===== src/rtl/wishbone_peripheral_to_axi_pkg.sv =====
// Shared types for the Wishbone-write to AXI-Stream peripheral: FSM state encoding
// and a parameter sanity helper.
package wishbone_peripheral_to_axi_pkg;

  typedef enum logic [1:0] {
    ST_IDLE       = 2'd0,
    ST_WAIT_SPACE = 2'd1,
    ST_ACK        = 2'd2,
    ST_ERR        = 2'd3
  } wb_axi_state_e;

  function automatic bit is_pow2_ge2(input int v);
    return (v >= 2) && ((v & (v - 1)) == 0);
  endfunction

endpackage


===== src/rtl/wishbone_peripheral_to_axi_if.sv =====
// Bus bundle for the peripheral: Wishbone classic slave side plus the AXI-Stream source.
interface wishbone_peripheral_to_axi_if #(
  parameter int DATA_WIDTH = 8
);
  localparam int SEL_W = (DATA_WIDTH >= 8) ? DATA_WIDTH / 8 : 1;

  logic                  in_wb_cyc;
  logic                  in_wb_stb;
  logic                  in_wb_we;
  logic [SEL_W-1:0]      in_wb_sel;
  logic [DATA_WIDTH-1:0] in_wb_dat;
  logic                  out_wb_ack;
  logic                  out_wb_err;
  logic [DATA_WIDTH-1:0] out_wb_dat;

  // Stream handshake: a word transfers on any rising edge where valid & ready are both
  // high; once valid rises, valid and data stay stable until that transfer happens.
  logic                  out_source_valid;
  logic                  in_source_ready;
  logic [DATA_WIDTH-1:0] out_source_data;

  modport slave (
    input  in_wb_cyc, in_wb_stb, in_wb_we, in_wb_sel, in_wb_dat, in_source_ready,
    output out_wb_ack, out_wb_err, out_wb_dat, out_source_valid, out_source_data
  );

  modport master (
    output in_wb_cyc, in_wb_stb, in_wb_we, in_wb_sel, in_wb_dat, in_source_ready,
    input  out_wb_ack, out_wb_err, out_wb_dat, out_source_valid, out_source_data
  );

endinterface


===== src/rtl/wishbone_peripheral_to_axi_sync_fifo.sv =====
// Single-clock FIFO with first-word fall-through head; pushes into a full FIFO and pops
// from an empty one are dropped.
module wb_axi_sync_fifo #(
  parameter int DATA_WIDTH = 8,
  parameter int FIFO_DEPTH = 4
) (
  input  logic                               clk_i,
  input  logic                               rst_i,
  input  logic                               push_i,
  input  logic [DATA_WIDTH-1:0]              push_data_i,
  input  logic                               pop_i,
  output logic [DATA_WIDTH-1:0]              head_o,
  output logic                               full_o,
  output logic                               empty_o,
  output logic [$clog2(FIFO_DEPTH+1)-1:0]    count_o
);
  localparam int PTR_W = $clog2(FIFO_DEPTH);
  localparam int CNT_W = $clog2(FIFO_DEPTH + 1);

  logic [DATA_WIDTH-1:0] mem_q [FIFO_DEPTH];
  logic [PTR_W-1:0]      wr_ptr_q, wr_ptr_d;
  logic [PTR_W-1:0]      rd_ptr_q, rd_ptr_d;
  logic [CNT_W-1:0]      count_q, count_d;
  logic                  push_ok, pop_ok;

  assign full_o  = (count_q == CNT_W'(FIFO_DEPTH));
  assign empty_o = (count_q == '0);
  assign count_o = count_q;
  assign push_ok = push_i && !full_o;
  assign pop_ok  = pop_i && !empty_o;

  // Head reads as zero while empty so the stream data is clean after reset and drain.
  assign head_o = empty_o ? '0 : mem_q[rd_ptr_q];

  always_comb begin
    wr_ptr_d = wr_ptr_q;
    rd_ptr_d = rd_ptr_q;
    count_d  = count_q;
    if (push_ok) wr_ptr_d = wr_ptr_q + PTR_W'(1);
    if (pop_ok)  rd_ptr_d = rd_ptr_q + PTR_W'(1);
    case ({push_ok, pop_ok})
      2'b10:   count_d = count_q + CNT_W'(1);
      2'b01:   count_d = count_q - CNT_W'(1);
      default: count_d = count_q;
    endcase
  end

  always_ff @(posedge clk_i or posedge rst_i) begin
    if (rst_i) begin
      wr_ptr_q <= '0;
      rd_ptr_q <= '0;
      count_q  <= '0;
    end else begin
      wr_ptr_q <= wr_ptr_d;
      rd_ptr_q <= rd_ptr_d;
      count_q  <= count_d;
    end
  end

  always_ff @(posedge clk_i) begin
    if (push_ok) mem_q[wr_ptr_q] <= push_data_i;
  end

endmodule


===== src/rtl/wishbone_peripheral_to_axi.sv =====
// Wishbone classic write slave feeding an AXI-Stream source through a small FIFO.
// Optional WB_TO_AXI_STATUS_EN: full-width reads are acked and return the FIFO count.
module wishbone_peripheral_to_axi
  import wishbone_peripheral_to_axi_pkg::*;
#(
  parameter int DATA_WIDTH = 8,
  parameter int FIFO_DEPTH = 4
) (
  input  logic                            in_clock,
  input  logic                            in_reset,
  wishbone_peripheral_to_axi_if.slave     bus,
  output wb_axi_state_e                   out_dbg_state,
  output logic [$clog2(FIFO_DEPTH+1)-1:0] out_dbg_count
);
  localparam int CNT_W = $clog2(FIFO_DEPTH + 1);

  if ((DATA_WIDTH < 8) || ((DATA_WIDTH % 8) != 0)) begin : g_bad_width
    $error("wishbone_peripheral_to_axi: DATA_WIDTH must be a non-zero multiple of 8");
  end
  if (!is_pow2_ge2(FIFO_DEPTH)) begin : g_bad_depth
    $error("wishbone_peripheral_to_axi: FIFO_DEPTH must be a power of two >= 2");
  end

  wb_axi_state_e    state_q, state_d;
  logic             push, pop;
  logic             all_sel, space, read_ok;
  logic             fifo_full, fifo_empty;
  logic [CNT_W-1:0] fifo_count;

  assign all_sel = &bus.in_wb_sel;
  // Space comes from the registered count, so a same-edge pop never frees a slot early.
  assign space   = !fifo_full;
  assign pop     = !fifo_empty && bus.in_source_ready;

`ifdef WB_TO_AXI_STATUS_EN
  assign read_ok = !bus.in_wb_we && all_sel;
`else
  assign read_ok = 1'b0;
`endif

  wb_axi_sync_fifo #(
    .DATA_WIDTH (DATA_WIDTH),
    .FIFO_DEPTH (FIFO_DEPTH)
  ) u_fifo (
    .clk_i       (in_clock),
    .rst_i       (in_reset),
    .push_i      (push),
    .push_data_i (bus.in_wb_dat),
    .pop_i       (pop),
    .head_o      (bus.out_source_data),
    .full_o      (fifo_full),
    .empty_o     (fifo_empty),
    .count_o     (fifo_count)
  );

  always_comb begin
    state_d = state_q;
    push    = 1'b0;
    case (state_q)
      ST_IDLE: begin
        if (bus.in_wb_cyc && bus.in_wb_stb) begin
          if (bus.in_wb_we && all_sel) begin
            if (space) begin
              push    = 1'b1;
              state_d = ST_ACK;
            end else begin
              state_d = ST_WAIT_SPACE;
            end
          end else if (read_ok) begin
            state_d = ST_ACK;
          end else begin
            state_d = ST_ERR;
          end
        end
      end
      // Master withdrawing the cycle wins over a slot freeing up in the same cycle.
      ST_WAIT_SPACE: begin
        if (!bus.in_wb_cyc) begin
          state_d = ST_IDLE;
        end else if (space) begin
          push    = 1'b1;
          state_d = ST_ACK;
        end
      end
      ST_ACK:  state_d = ST_IDLE;
      ST_ERR:  state_d = ST_IDLE;
      default: state_d = ST_IDLE;
    endcase
  end

  always_ff @(posedge in_clock or posedge in_reset) begin
    if (in_reset) state_q <= ST_IDLE;
    else          state_q <= state_d;
  end

  assign bus.out_wb_ack       = (state_q == ST_ACK);
  assign bus.out_wb_err       = (state_q == ST_ERR);
  assign bus.out_source_valid = !fifo_empty;
  assign out_dbg_state        = state_q;
  assign out_dbg_count        = fifo_count;

`ifdef WB_TO_AXI_STATUS_EN
  assign bus.out_wb_dat = (bus.out_wb_ack && bus.in_wb_cyc && !bus.in_wb_we)
                          ? DATA_WIDTH'(fifo_count) : '0;
`else
  assign bus.out_wb_dat = '0;
`endif

endmodule

===== src/flat_wrapper.sv =====
// flat-port wrapper written by rule: the top's interface ports become plain ports
module wishbone_peripheral_to_axi_flat import wishbone_peripheral_to_axi_pkg::*;
#(
  parameter int DATA_WIDTH = 8,
  parameter int FIFO_DEPTH = 4
)
  (in_clock, in_reset, out_dbg_state, out_dbg_count, bus_in_wb_cyc, bus_in_wb_stb, bus_in_wb_we, bus_in_wb_sel, bus_in_wb_dat, bus_in_source_ready, bus_out_wb_ack, bus_out_wb_err, bus_out_wb_dat, bus_out_source_valid, bus_out_source_data);
  wishbone_peripheral_to_axi_if #(.DATA_WIDTH(DATA_WIDTH)) bus_i ();
  input  logic in_clock;
  input  logic in_reset;
  output wb_axi_state_e out_dbg_state;
  output logic [$clog2(FIFO_DEPTH+1)-1:0] out_dbg_count;
  input wire logic [$bits(bus_i.in_wb_cyc)-1:0] bus_in_wb_cyc;
  input wire logic [$bits(bus_i.in_wb_stb)-1:0] bus_in_wb_stb;
  input wire logic [$bits(bus_i.in_wb_we)-1:0] bus_in_wb_we;
  input wire logic [$bits(bus_i.in_wb_sel)-1:0] bus_in_wb_sel;
  input wire logic [$bits(bus_i.in_wb_dat)-1:0] bus_in_wb_dat;
  input wire logic [$bits(bus_i.in_source_ready)-1:0] bus_in_source_ready;
  output wire logic [$bits(bus_i.out_wb_ack)-1:0] bus_out_wb_ack;
  output wire logic [$bits(bus_i.out_wb_err)-1:0] bus_out_wb_err;
  output wire logic [$bits(bus_i.out_wb_dat)-1:0] bus_out_wb_dat;
  output wire logic [$bits(bus_i.out_source_valid)-1:0] bus_out_source_valid;
  output wire logic [$bits(bus_i.out_source_data)-1:0] bus_out_source_data;
  assign bus_i.in_wb_cyc = bus_in_wb_cyc;
  assign bus_i.in_wb_stb = bus_in_wb_stb;
  assign bus_i.in_wb_we = bus_in_wb_we;
  assign bus_i.in_wb_sel = bus_in_wb_sel;
  assign bus_i.in_wb_dat = bus_in_wb_dat;
  assign bus_i.in_source_ready = bus_in_source_ready;
  assign bus_out_wb_ack = bus_i.out_wb_ack;
  assign bus_out_wb_err = bus_i.out_wb_err;
  assign bus_out_wb_dat = bus_i.out_wb_dat;
  assign bus_out_source_valid = bus_i.out_source_valid;
  assign bus_out_source_data = bus_i.out_source_data;
  wishbone_peripheral_to_axi #(.DATA_WIDTH(DATA_WIDTH), .FIFO_DEPTH(FIFO_DEPTH)) u_core (.in_clock(in_clock), .in_reset(in_reset), .bus(bus_i), .out_dbg_state(out_dbg_state), .out_dbg_count(out_dbg_count));
endmodule

===== config.mk =====
export PLATFORM = sky130hd
export DESIGN_NAME = wishbone_peripheral_to_axi_flat
export DESIGN_NICKNAME = d
export VERILOG_FILES = /design/src/rtl/wishbone_peripheral_to_axi_pkg.sv /design/src/rtl/wishbone_peripheral_to_axi_if.sv /design/src/rtl/wishbone_peripheral_to_axi_sync_fifo.sv /design/src/rtl/wishbone_peripheral_to_axi.sv /design/src/flat_wrapper.sv
export SDC_FILE = /design/constraint.sdc
export NUM_CORES = 1
export LEC_CHECK = 0
export BUFFER_PORTS_ARGS = -buffer_cell sky130_fd_sc_hd__buf_2
export CAP_MARGIN = 20
export CORE_ASPECT_RATIO = 0.8
export CORE_MARGIN = 2
export CORE_UTILIZATION = 48
export CTS_BUF_LIST = sky130_fd_sc_hd__clkbuf_8
export DETAILED_ROUTE_END_ITERATION = 8
export PLACE_DENSITY_LB_ADDON = 0.2
export SLEW_MARGIN = 25
export SYNTH_ARGS = -nofsm -noshare
export SYNTH_HDL_FRONTEND = slang
export SYNTH_HIERARCHICAL = 1
export SYNTH_SLANG_ARGS = --single-unit

===== constraint.sdc =====
create_clock -name in_clock -period 2.65 [get_ports in_clock]
set_input_delay 0.265 -clock in_clock [delete_from_list [all_inputs] [get_ports in_clock]]
set_output_delay 0.265 -clock in_clock [all_outputs]
set_load 0.03 [all_outputs]

---- Yosys cells after proc, flatten, opt, wreduce, memory -nomap -nowiden ----
Memories as Yosys holds them, arrays and structs flattened.
Index checks and enable logic that the tools add are counted.
operators by class
  reduce and logical (&&, ||, !) cells .... 12
  muxes and demuxes ....................... 15
  shifts and indexed selects .............. 0
  equal/unequal tests ..................... 8
  add/subtract/negate cells ............... 4
  $mul .................................... 0
  bitwise gates (word level) .............. 0
  div/mod/pow operators ................... 0
  order comparisons ....................... 0
operator list
  kind                 count
  $mux 2               5
  $mux 8               1
  $eq 2x2->1 const B   3
  $mux 1               6
  $pmux 2 s3           1
  $pmux 3 s2           1
  $logic_and 1x1->1    5
  $add 2x1->2 const B  2
  $eq 2x1->1 const B   2
  $add 3x1->3 const B  1
  $eq 3x3->1 const B   1
  $logic_not 3->1      1
  $ne 3x3->1 const B   1
  $sub 3x1->3 const B  1
  $logic_not 1->1      2
  $logic_not 2->1      1
  $ne 2x1->1 const B   1
  $pmux 1 s2           1
  $reduce_and 2->1     1
  $reduce_bool 2->1    1
  $reduce_or 2->1      1
storage, ports and cells
  flip-flop bits (word level) ............. 9
  ROM bits ................................ 0
  memories ................................ 1
  latch bits .............................. 0
  output and inout bits ................... 24
  bits in writable memories ............... 32
  logic and storage cells ................. 44
memory list
  memory               words  bits a word  read ports  clocked after memory_dff  wr ports  RTL line                                    source
  u_core.u_fifo.mem_q  4      8            1           0                         1         wishbone_peripheral_to_axi_sync_fifo.sv:20  logic [DATA_WIDTH-1:0] mem_q [FIFO_DEPTH];

---- Depth between registers and ports, before layout ----
  depth after elaboration ................. 8
  mapped depth ............................ 11
  depth with buffers taken out ............ 10

---- Cells and area by module ----
The synthesis kept the hierarchy.
modules (own cells, without submodules)
  module                      area each (sq um)  cells an instance  instances
  wb_axi_sync_fifo            1660.3             90                 1
  wishbone_peripheral_to_axi  201.4              23                 1

---- Worst setup path after synthesis ----
OpenSTA, ideal clock, no wires.
  kind .................................... reg2reg
  from .................................... register u_core.u_fifo.count_q[0] (netlist: u_core/u_fifo/count_o[0])
  to ...................................... register u_core.u_fifo.count_q[2] (netlist: u_core/u_fifo/count_o[2])
  data arrival time ....................... 2.191 ns
  cell stages (with the launch flop) ...... 12
  period minus slack after synthesis ...... 2.271 ns
  data required time ...................... 2.570 ns
  library setup time ...................... 0.080 ns
  slack ................................... 0.379 ns
  path through ............................ dfrtp_1 or3_4 buf_6 inv_1 nor2b_1 and2_4 ha_1 inv_1 fa_1 xor2_1 nor2_1 xor2_1
between the ends
  elaborated cells between the ends (all ways) .. 18
  those cells by class .................... add/sub: 2; eq/ne: 3; mux: 6; reduce/logical: 7
RTL lines
  what                                             RTL line                                    source
  start, declared                                  wishbone_peripheral_to_axi_sync_fifo.sv:23  logic [CNT_W-1:0] count_q, count_d;
  start signal, assigned                           wishbone_peripheral_to_axi_sync_fifo.sv:56  count_q <= count_d;
  $logic_not 3->1 (*)                              wishbone_peripheral_to_axi_sync_fifo.sv:27  assign empty_o = (count_q == '0);
  named net u_core.fifo_empty                      wishbone_peripheral_to_axi.sv:27            logic fifo_full, fifo_empty;
  $logic_not 1->1 (*)                              wishbone_peripheral_to_axi.sv:33            assign pop = !fifo_empty && bus.in_source_ready;
  $logic_and 1x1->1 (*)                            wishbone_peripheral_to_axi.sv:33
  named net u_core.pop                             wishbone_peripheral_to_axi.sv:25            logic push, pop;
  $logic_and 1x1->1 (*)                            wishbone_peripheral_to_axi_sync_fifo.sv:30  assign pop_ok = pop_i && !empty_o;
  named net u_core.u_fifo.pop_ok                   wishbone_peripheral_to_axi_sync_fifo.sv:24  logic push_ok, pop_ok;
  $eq 2x1->1 or $eq 2x2->1 (tied branches)         wishbone_peripheral_to_axi_sync_fifo.sv:41  case ({push_ok, pop_ok})
  $pmux 3 s2 or $reduce_bool 2->1 (tied branches)  --
The timed path passes the listed nets; every way through them passes the cells marked *.
A chain may end at the register's enable or synchronous reset.

---- Final worst setup path ----
  from .................................... register u_core.u_fifo.rd_ptr_q[0]
  to ...................................... output port bus_out_source_data[0]
between the ends
  longest elaborated chain between the ends .. 2
ends and longest elaborated chain
  what                    RTL line                                    source
  start, declared         wishbone_peripheral_to_axi_sync_fifo.sv:22  logic [PTR_W-1:0] rd_ptr_q, rd_ptr_d;
  start signal, assigned  wishbone_peripheral_to_axi_sync_fifo.sv:55  rd_ptr_q <= rd_ptr_d;
  $mem_v2 4x8             --
  $mux 8                  wishbone_peripheral_to_axi_sync_fifo.sv:33  assign head_o = empty_o ? '0 : mem_q[rd_ptr_q];
  end, declared           flat_wrapper.sv:23                          output wire logic [$bits(bus_i.out_source_data)-1:0] bus_out_source_data;
Every way passes these cells.

==> results.sh <==
export IMPL_diodes=0
export IMPL_initial_core_util_pct=49.60
export IMPL_p_leak_nw=0.8504
export IMPL_yosysTopAreaCell="edfxtp_1"
export IMPL_synth_distinct_cells=28
export IMPL_cts_buffers=5
export IMPL_worst_pin_slew_ns=0.6240
export IMPL_cp_data_arrival_time_ns=1.99
export IMPL_die_h_um=59.71
export IMPL_dr_total_vias=947
export IMPL_dieArea_mm2=0.004396
export IMPL_place_hpwl_um=2061
export IMPL_stdcell_count=192
export IMPL_hold_violations=0
export IMPL_wire_per_inst_um=15.91
export IMPL_setup_ws_ns=0.3918
export IMPL_outcome="complete, no violations"
export IMPL_tritoncts="built"
export IMPL_path_max_fanout=10
export IMPL_p_per_area_mw_per_mm2=1030
export IMPL_clock_root_buffer="clkbuf_8"
export IMPL_seq_area_mm2=0.001186
export IMPL_synth_area_per_cell_um2=16.48
export IMPL_holdPathStages=1
export IMPL_setup_tns_ns=0
export IMPL_clockBufferDepth=2
export IMPL_fillCellCount=308
export IMPL_r2r_worst_path_cells=10
export IMPL_via_per_inst=4.932
export IMPL_slew_violations=0
export IMPL_max_stage_delay_ns=0.74
export IMPL_fmax_mhz=442.8
export IMPL_critical_path_class="reg -> out"
export IMPL_peakVddDrop_uv=457.3
export IMPL_holdCritPathClass="in -> reg"
export IMPL_drt_pass1_iterations=4
export IMPL_synth_area_leaders="edfxtp_1 52%, dfrtp_1 12%, mux4_2 9.7%"
export IMPL_crit_family="flip-flops"
export IMPL_overflow=0
export IMPL_critical_path_slowest_cell="dfrtp_1"
export IMPL_yosysWarningCount=6
export IMPL_drive_gt1_share_pct=36.49
export IMPL_rsz0062_at_grt="false"
export IMPL_fin_crit_sh_pct=85.22
export IMPL_wl_um=3055
export IMPL_yosys_area_top_type_share_pct=51.61
export IMPL_finalCriticalPeriod_ns=2.258
export IMPL_std_cell_rows=20
export IMPL_timing_critical_path_required_ns=2.38
export IMPL_cp_depth=3
export IMPL_multi_input_area_um2=573.1
export IMPL_ctsResizeCount=0
export IMPL_cp_start_kind="flip-flop"
export IMPL_coreArea_mm2=0.003754
export IMPL_finalSetupViolations=0
export IMPL_antenna_found_initial=0
export IMPL_yosys_register_bits=41
export IMPL_cts_hold_buf=1
export IMPL_area_delta_synth_final_pct=12.63
export IMPL_grt_usage_pct=15.67
export IMPL_slew_headroom_pct=58.40
export IMPL_syn_area_mm2=0.001862
export IMPL_pin_count=39
export IMPL_place_ws_ns=0.4231
export IMPL_synth_seq_area_share_pct=63.71
export IMPL_cap_violations=0
export IMPL_crit_buf_inv=1
export IMPL_drcViolationCount=0
export IMPL_final_net_count=168
export IMPL_path_cells="mux4_2, and2_1, buf_2"
export IMPL_numPortBuffers=30
export IMPL_detail_route_iter0_violations=107
export IMPL_grt_max_degree=13
export IMPL_clk_pin_slew_worst_paths_ns=0.07
export IMPL_die_w_um=73.63
export IMPL_cts_sinks=41
export IMPL_h_tree_depth=2
export IMPL_endpoint_kind="output pin"
export IMPL_clock_skew_ns=0.01136
export IMPL_grt_pass1_wl_um=4774
export IMPL_clkLatencyLatePin_ns=0.29
export IMPL_gp_congestion=0.6751
export IMPL_synthCells=113
export IMPL_cts_setup_buffers=0
export IMPL_place_inst=183
export IMPL_grt_pass1_vias=973
export IMPL_ant_nets=0
cells in the mapped netlist (all sizes together):
master and count:
dfrtp 9, xnor2 3, conb 1, xor2 3
mux4 8, mux2i 1, and2b 1, edfxtp 32
nor2b 3, and2 14, mux2 1, ha 5
inv 11, nand3 1, or3 1, o221a 2
clkbuf 1, a21oi 1, nor3b 2, a31oi 1
fa 1, nor2 1, buf 10
final timing paths:
path / startpoint / slack [ns] / to
max: u_core/u_fifo/rd_ptr_q[0] / 0.39 / bus_out_source_data[0]
min: bus_in_wb_dat[2] / 0.19 / u_core/u_fifo/mem_q[2][2]
max reg2reg: u_core/u_fifo/count_o[0] / 0.40 / u_core/u_fifo/count_o[2]
min reg2reg: u_core/u_fifo/count_o[2] / 0.52 / u_core/u_fifo/count_o[2]
max in group asynchronous: in_reset / 1.94 / u_core/u_fifo/wr_ptr_q[0]
min in group asynchronous: in_reset / 0.38 / u_core/out_dbg_state[1]
per-stage QoR:
step | utilization (%) | total power [W] | area [µm²] | hold WS [ns]
floorplan | - | 0.001621 | 1888 | 0.006185
global placement | 53.43 | 0.001802 | 2006 | 0.1254
detailed placement | 53.43 | 0.001809 | 2006 | 0.1290
CTS | 55.87 | 0.002183 | 2097 | 0.1850
global route | 55.87 | 0.002303 | 2097 | 0.1845
finish | 55.87 | 0.002161 | 2097 | 0.1893
cells by family (layout without fill, tap and decap cells):
| kind of cell | count (synthesis) | after routing | synth area share (%) |
|---|---|---|---|
| flip-flops | 41 | 41 | 63.71 |
| other | 1 | 8 | 0.2014 |
| AO/OA/AOI/OAI | 4 | 4 | 2.016 |
| multiplexers | 10 | 10 | 10.82 |
| AND/OR/NAND/NOR | 23 | 23 | 9.073 |
| buffers and inverters | 22 | 50 | 6.922 |
| XOR/XNOR | 6 | 6 | 2.823 |
| adder cells (fa/ha/maj) | 6 | 6 | 4.436 |
area by class of cell:
| class | instances | share of cell area [%] |
|---|---|---|
| Multi-Input combinational cell | 57 | 27.33 |
| Sequential cell | 41 | 56.56 |
| Clock buffer | 5 | 3.282 |
| Inverter | 11 | 1.969 |
| Timing Repair Buffer | 31 | 7.637 |
| Clock inverter | 3 | 0.5967 |
| Tap cell | 44 | 2.625 |
sequential cells by signal, indices dropped and copies added (netlist names):
signal / flops
u_core/u_fifo/mem_q: 32
u_core/u_fifo/count_o: 3
u_core/out_dbg_state: 2
u_core/u_fifo/rd_ptr_q: 2
u_core/u_fifo/wr_ptr_q: 2
layer usage:
| metal | global-route usage, % | wire length (µm) | vias to the layer above |
|---|---|---|---|
| met3 | 6.239 | 139 | 2 |
| met5 | 0 | 0 | - |
| met2 | 22.83 | 1463 | 20 |
| met4 | 4.675 | 16 | 0 |
| met1 | 21.98 | 1436 | 469 |
| li1 | - | - | 456 |
cells in the final DEF (no fill, tap or decap), types with 2 or more instances in the layout:
master     n
xnor2_1    3
clkbuf_8   5
o221a_1    2
buf_2     30
edfxtp_1  32
and2_1    12
conb_1     8
xor2_1     3
mux4_2     8
inv_1     13
nor2b_2    2
ha_1       5
dfrtp_1    9
where the power goes:
group | leakage (nW) | internal, W | total, W | switching [W]
registers | 0.397 | 0.000784 | 0.000914 | 0.000130
clock network | 0.0505 | 0.000177 | 0.000372 | 0.000195
logic | 0.403 | 0.000370 | 0.000874 | 0.000504
total | 0.850 | 0.00133 | 0.00216 | 0.000830
Note: power is estimated with default switching activity, not from simulation.
